<file path="config.mk">
export PLATFORM = sky130hd
export DESIGN_NAME = lpc_frame_sequencer
export DESIGN_NICKNAME = d
export VERILOG_FILES = /design/src/rtl/lpc_frame_sequencer_pkg.sv /design/src/rtl/lpc_frame_sequencer_tag_delay.sv /design/src/rtl/lpc_frame_sequencer.sv
export SDC_FILE = /design/constraint.sdc
export NUM_CORES = 1
export LEC_CHECK = 0
export BUFFER_PORTS_ARGS = -buffer_cell sky130_fd_sc_hd__buf_2
export CAP_MARGIN = 20
export CORE_MARGIN = 2
export CORE_UTILIZATION = 47
export DETAILED_ROUTE_END_ITERATION = 8
export PLACE_DENSITY = 0.71
export SLEW_MARGIN = 20
export SYNTH_ARGS = -nofsm -noshare
export SYNTH_HDL_FRONTEND = slang
export SYNTH_SLANG_ARGS = --single-unit
</file>
<file path="constraint.sdc">
create_clock -name iClock -period 2.15 [get_ports iClock]
set_clock_uncertainty 0.1 [all_clocks]
set_input_delay 0.1075 -clock iClock [delete_from_list [all_inputs] [get_ports iClock]]
set_output_delay 0.1075 -clock iClock [all_outputs]
set_load 0.01 [all_outputs]
</file>
<file path="src/rtl/lpc_frame_sequencer_pkg.sv">
// Shared types for lpc_frame_sequencer: sequencer states, warmup depth and the
// tag entry that travels alongside each sample through the encoder latency.
package lpc_frame_sequencer_pkg;

    localparam int WARMUP_SAMPLES = 4;

    typedef enum logic [1:0] {
        ST_IDLE  = 2'd0,
        ST_RUN   = 2'd1,
        ST_FLUSH = 2'd2,
        ST_CLEAR = 2'd3
    } seq_state_e;

    typedef struct packed {
        logic               valid;
        logic               warmup;
        logic               last;
        logic signed [15:0] raw;
    } tag_entry_t;

endpackage

</file>
<file path="src/rtl/lpc_frame_sequencer_tag_delay.sv">
// lpc_tag_delay: enable-gated shift register of tag entries; the tail lines up
// with the residual the encoder is presenting for the same sample.
module lpc_tag_delay
    import lpc_frame_sequencer_pkg::*;
#(
    parameter int DEPTH = 8
) (
    input  logic       iClock,
    input  logic       iReset_n,
    input  logic       iShift,
    input  tag_entry_t iTag,
    output tag_entry_t oTail
);

    tag_entry_t line_q [DEPTH];

    always_ff @(posedge iClock or negedge iReset_n) begin
        if (!iReset_n) begin
            for (int i = 0; i < DEPTH; i++) begin
                line_q[i] <= '0;
            end
        end else if (iShift) begin
            line_q[0] <= iTag;
            for (int i = 1; i < DEPTH; i++) begin
                line_q[i] <= line_q[i-1];
            end
        end
    end

    assign oTail = line_q[DEPTH-1];

endmodule

</file>
<file path="src/rtl/lpc_frame_sequencer.sv">
// Frame sequencer feeding an LPC residual encoder and emitting warmup/residual beats.
// Optional statistics counters are compiled in with `define LPC_SEQ_STATS_EN.
module lpc_frame_sequencer
    import lpc_frame_sequencer_pkg::*;
#(
    parameter int BLOCK_SIZE  = 4096,
    parameter int ENC_LATENCY = 8
) (
    input  logic               iClock,
    input  logic               iReset_n,
    input  logic               iEnable,
    input  logic signed [15:0] iSample,
    input  logic               iSampleValid,
    output logic               oSampleReady,
    output logic signed [15:0] oEncSample,
    output logic               oEncEnable,
    output logic               oEncReset,
    input  logic signed [15:0] iEncResidual,
    output logic signed [15:0] oData,
    output logic               oValid,
    output logic               oWarmup,
    output logic               oLast,
    input  logic               iOutReady
`ifdef LPC_SEQ_STATS_EN
    ,
    output logic [15:0]        oFrameCount,
    output logic [31:0]        oStallCount
`endif
);

    localparam int IDX_W = $clog2(BLOCK_SIZE);
    localparam int FC_W  = $clog2(ENC_LATENCY + 1);
    localparam logic [IDX_W-1:0] LAST_IDX  = IDX_W'(BLOCK_SIZE - 1);
    localparam logic [IDX_W-1:0] WARM_IDX  = IDX_W'(WARMUP_SAMPLES);
    localparam logic [FC_W-1:0]  FLUSH_END = FC_W'(ENC_LATENCY - 1);

    seq_state_e       state_q, state_d;
    logic [IDX_W-1:0] idx_q, idx_d;
    logic [FC_W-1:0]  flush_q, flush_d;
    tag_entry_t       tag_in;
    tag_entry_t       tail;

    always_ff @(posedge iClock or negedge iReset_n) begin
        if (!iReset_n) begin
            state_q <= ST_IDLE;
            idx_q   <= '0;
            flush_q <= '0;
        end else begin
            state_q <= state_d;
            idx_q   <= idx_d;
            flush_q <= flush_d;
        end
    end

    always_comb begin
        state_d      = state_q;
        idx_d        = idx_q;
        flush_d      = flush_q;
        oSampleReady = 1'b0;
        oEncEnable   = 1'b0;
        oEncReset    = 1'b0;
        oEncSample   = '0;
        tag_in       = '0;
        case (state_q)
            ST_IDLE: begin
                oEncReset = 1'b1;
                if (iEnable) state_d = ST_RUN;
            end
            ST_RUN: begin
                oSampleReady = iEnable & iOutReady;
                if (oSampleReady && iSampleValid) begin
                    oEncEnable    = 1'b1;
                    oEncSample    = iSample;
                    tag_in.valid  = 1'b1;
                    tag_in.warmup = (idx_q < WARM_IDX);
                    tag_in.last   = (idx_q == LAST_IDX);
                    tag_in.raw    = iSample;
                    if (idx_q == LAST_IDX) begin
                        idx_d   = '0;
                        flush_d = '0;
                        state_d = ST_FLUSH;
                    end else begin
                        idx_d = idx_q + 1'b1;
                    end
                end
            end
            ST_FLUSH: begin
                // Zero samples push the final real samples out of the encoder pipeline.
                if (iOutReady) begin
                    oEncEnable = 1'b1;
                    if (flush_q == FLUSH_END) begin
                        flush_d = '0;
                        state_d = ST_CLEAR;
                    end else begin
                        flush_d = flush_q + 1'b1;
                    end
                end
            end
            ST_CLEAR: begin
                oEncReset = 1'b1;
                state_d   = iEnable ? ST_RUN : ST_IDLE;
            end
            default: state_d = ST_IDLE;
        endcase
    end

    lpc_tag_delay #(
        .DEPTH(ENC_LATENCY)
    ) u_tag_delay (
        .iClock  (iClock),
        .iReset_n(iReset_n),
        .iShift  (oEncEnable),
        .iTag    (tag_in),
        .oTail   (tail)
    );

    assign oValid  = oEncEnable & tail.valid;
    assign oWarmup = oValid & tail.warmup;
    assign oLast   = oValid & tail.last;
    assign oData   = oValid ? (tail.warmup ? tail.raw : iEncResidual) : '0;

`ifdef LPC_SEQ_STATS_EN
    logic [15:0] frame_cnt_q;
    logic [31:0] stall_cnt_q;

    always_ff @(posedge iClock or negedge iReset_n) begin
        if (!iReset_n) begin
            frame_cnt_q <= '0;
            stall_cnt_q <= '0;
        end else begin
            if (oValid && oLast) frame_cnt_q <= frame_cnt_q + 16'd1;
            if ((state_q == ST_RUN || state_q == ST_FLUSH) && !iOutReady && stall_cnt_q != '1)
                stall_cnt_q <= stall_cnt_q + 32'd1;
        end
    end

    assign oFrameCount = frame_cnt_q;
    assign oStallCount = stall_cnt_q;
`endif

endmodule

</file>
==> flow_summary.toml <==
[detailed_routing]
via_per_inst = 4.93
vias = 5320
routed_wl_um = 13900
detail_route.wl_per_cell_um = 12.9
drc = 0
firstDrtPassIters = 5
drt_iter0_drc = 327
ant_nets = 0

[cts]
cts_max_path_buffers = 2
path_clk_slew_ps = 60
cts_buffers = 17
cts.sinks = 170
cts_root_buffer = "clkbuf_16"
htree_num_levels = 4
cts_tree = "done"
clock_latency_ps = 420

[finish]
drive_above_1_share = 0.176
fin_util = 0.587
design_area_sq_um = 8830
area_delta_synth_final_pct = 23.1
stdcell_count = 1079
diodes = 0
layout.nets = 921

[power]
irDropWorstVdd_v = 0.000784
p_int_mw = 7.35
power_frac_comb = 0.247
clkPwrFrac = 0.303
report.power.total_mw = 10.7
power_frac_seq = 0.450
p_sw_frac = 0.312
power_switching_mw = 3.34
power_density_nw_per_um2 = 1210
cellLeakagePower_nw = 4.86

[global_route]
grt_pass1_vias = 5140
grt-ovfl-total = 0
grt_start_max_net_pins = 89
antenna_found_initial = 0
grt_first_pass_wirelength_um = 23300
grt.total_usage = 0.176

[timing]
finalCritPeriodShare = 0.983
setup_viol = 0
rsz0062_at_grt = "true"
worst_pin_slew_ps = 526
slew_violations = 0
hold_slack_ps = 98.8
max-slew-margin-rel = 0.649
max_freq_ghz = 0.473
hold_violations = 0
fin_crit_ps = 2110

[floorplan]
rows = 45
die_y_um = 128
die_w_um = 128
core-area_sq_um = 15000
initial_core_util = 0.477
dieArea_sq_um = 16300
num_io_pins = 75

[outcome]
status = "finished, final reports clean"

[yosys]
synth_top_area_frac = 0.593
yosysTopAreaCell = "dfrtp_1"
synth_edf_count = 0
ys_types = 39
yosys_warnings = 0
netlist_top_cells_area = "dfrtp_1 59%, nand2_1 22%, mux2i_1 2.7%, a22o_1 2.0%, buf_4 1.8%"
synth_common_cells = "417 x nand2_1, 170 x dfrtp_1, 23 x nor2_1"
post-synth-top-count-cell = "nand2_1"
async_reset_ff_frac = 1.00
syn_nets = 835
netlist_area_sq_um = 7170
syn_inst = 792
syn_area_per_cell_sq_um = 9.05
synthFlopType = "dfrtp_1"
ys_seq_area_frac = 0.593
postSynthRegisterBits = 170

[worst_setup_path]
crit_required_ps = 1940
worstPathMaxFanout = 7
r2r-end = "state_q[0]"
startpoint_type = "flip-flop"
reg2reg_depth = 8
timing.rr.start = "state_q[1]"
crit_type = "reg -> out"
endpoint_kind = "output port"
cp.arrival_ps = 1910
rrSetupSlack_ps = 160

[hold_path]
worst_hold_startpoint = "iSampleValid"
hold_path_class = "in -> reg"
worstHoldPathCells = 4
min_to = "u_tag_delay.line_q[151]"

[placed_design]
place_congestion = 0.745
place_inst = 1016
hpwl_um = 7740
place_area_sq_um = 7700
port_buffers = 74

[job]
maxCapViolations = 0
## worst max-delay path by stage
stage	start	endpoint	slack [ps]	cells after the start
2_1_floorplan	state_q[0]	oData[10]	-8	11
3_3_place_gp	state_q[1]	oData[0]	30	8
3_5_place_dp	state_q[1]	oData[13]	-60	8
4_1_cts	state_q[1]	oEncEnable	-10	7
5_1_grt	state_q[0]	oLast	-30	8
6_report	state_q[0]	oLast	40	8
## metrics by stage
stage	TNS (ps)	setup WS, ps
2_1_floorplan	-70.0	-7.78
6_report	0	36.4
3_5_place_dp	-707	-61.7
4_1_cts	-23.1	-11.0
5_1_grt	-200	-31.3
3_3_place_gp	0	32.6
## flip-flops by register name, summed over array words and instances (netlist names)
register	count
flush_q	4
idx_q	12
state_q	2
u_tag_delay.line_q	133
u_tag_delay.oTail	19
## power groups by stage
stage                     sequential [mW]  combinational (mW)  clock, mW
final                                4.81                2.64       3.24
after global routing                 4.94                2.96       3.45
after CTS                            4.79                2.51       3.29
after detailed placement             4.83                2.22          0
after global placement               4.82                2.16          0
after floorplan                      4.67                1.68          0
## timing repair
item,in CTS,in global routing
endpoints found under the hold margin,138,0
pin swaps,0,3
hold buffers,19,0
cloned,2,2
buffers inserted,5,3
endpoints found under the setup margin,36,36
resized for setup,11,23
## metal layers
layer  track usage  up-vias  share of wire
met1         0.235     2523           0.48
met2         0.286      118           0.47
met5             0        -              0
met3        0.0431       13          0.038
met4        0.0517        0          0.013
li1              -     2666              -
## layout by cell type, fill, tap and decap left out, drive strengths merged, types with 6 or more instances in the layout
| master | Yosys | layout |
|---|---|---|
| a22o | 16 | 16 |
| nand2 | 417 | 418 |
| ha | 6 | 6 |
| nand4 | 8 | 8 |
| nor2 | 23 | 23 |
| mux2i | 19 | 19 |
| clkbuf | 15 | 22 |
| inv | 9 | 8 |
| buf | 40 | 99 |
| and2 | 17 | 17 |
| o21ai | 11 | 11 |
| dfrtp | 170 | 170 |
| dlygate4sd3 | 0 | 19 |
## cell families after synthesis
kind of cell | synth area share
AND/OR/NAND/NOR | 0.272
adder cells (fa/ha/maj) | 0.0105
AO/OA/AOI/OAI | 0.0403
multiplexers | 0.0265
flip-flops | 0.593
XOR/XNOR | 0.0110
buffers and inverters | 0.0462
## layout make-up
type,instances,area [sq um]
Multi-Input combinational cell,559,2690
Timing Repair Buffer,121,971
Sequential cell,170,4250
Clock buffer,21,470
Clock inverter,11,168
Inverter,9,46.3
Tap cell,188,235
Fill cell,1290,6200
## critical path, cell delays in order, from the launching register on
cell and delay (ps):
dfrtp_1 400, inv_2 110, ha_2 200, inv_2 60, a21o_4 240, clkinv_8 100, buf_16 110, and3_4 170
buf_6 90
No activity file was read; power rests on OpenSTA's default activity.
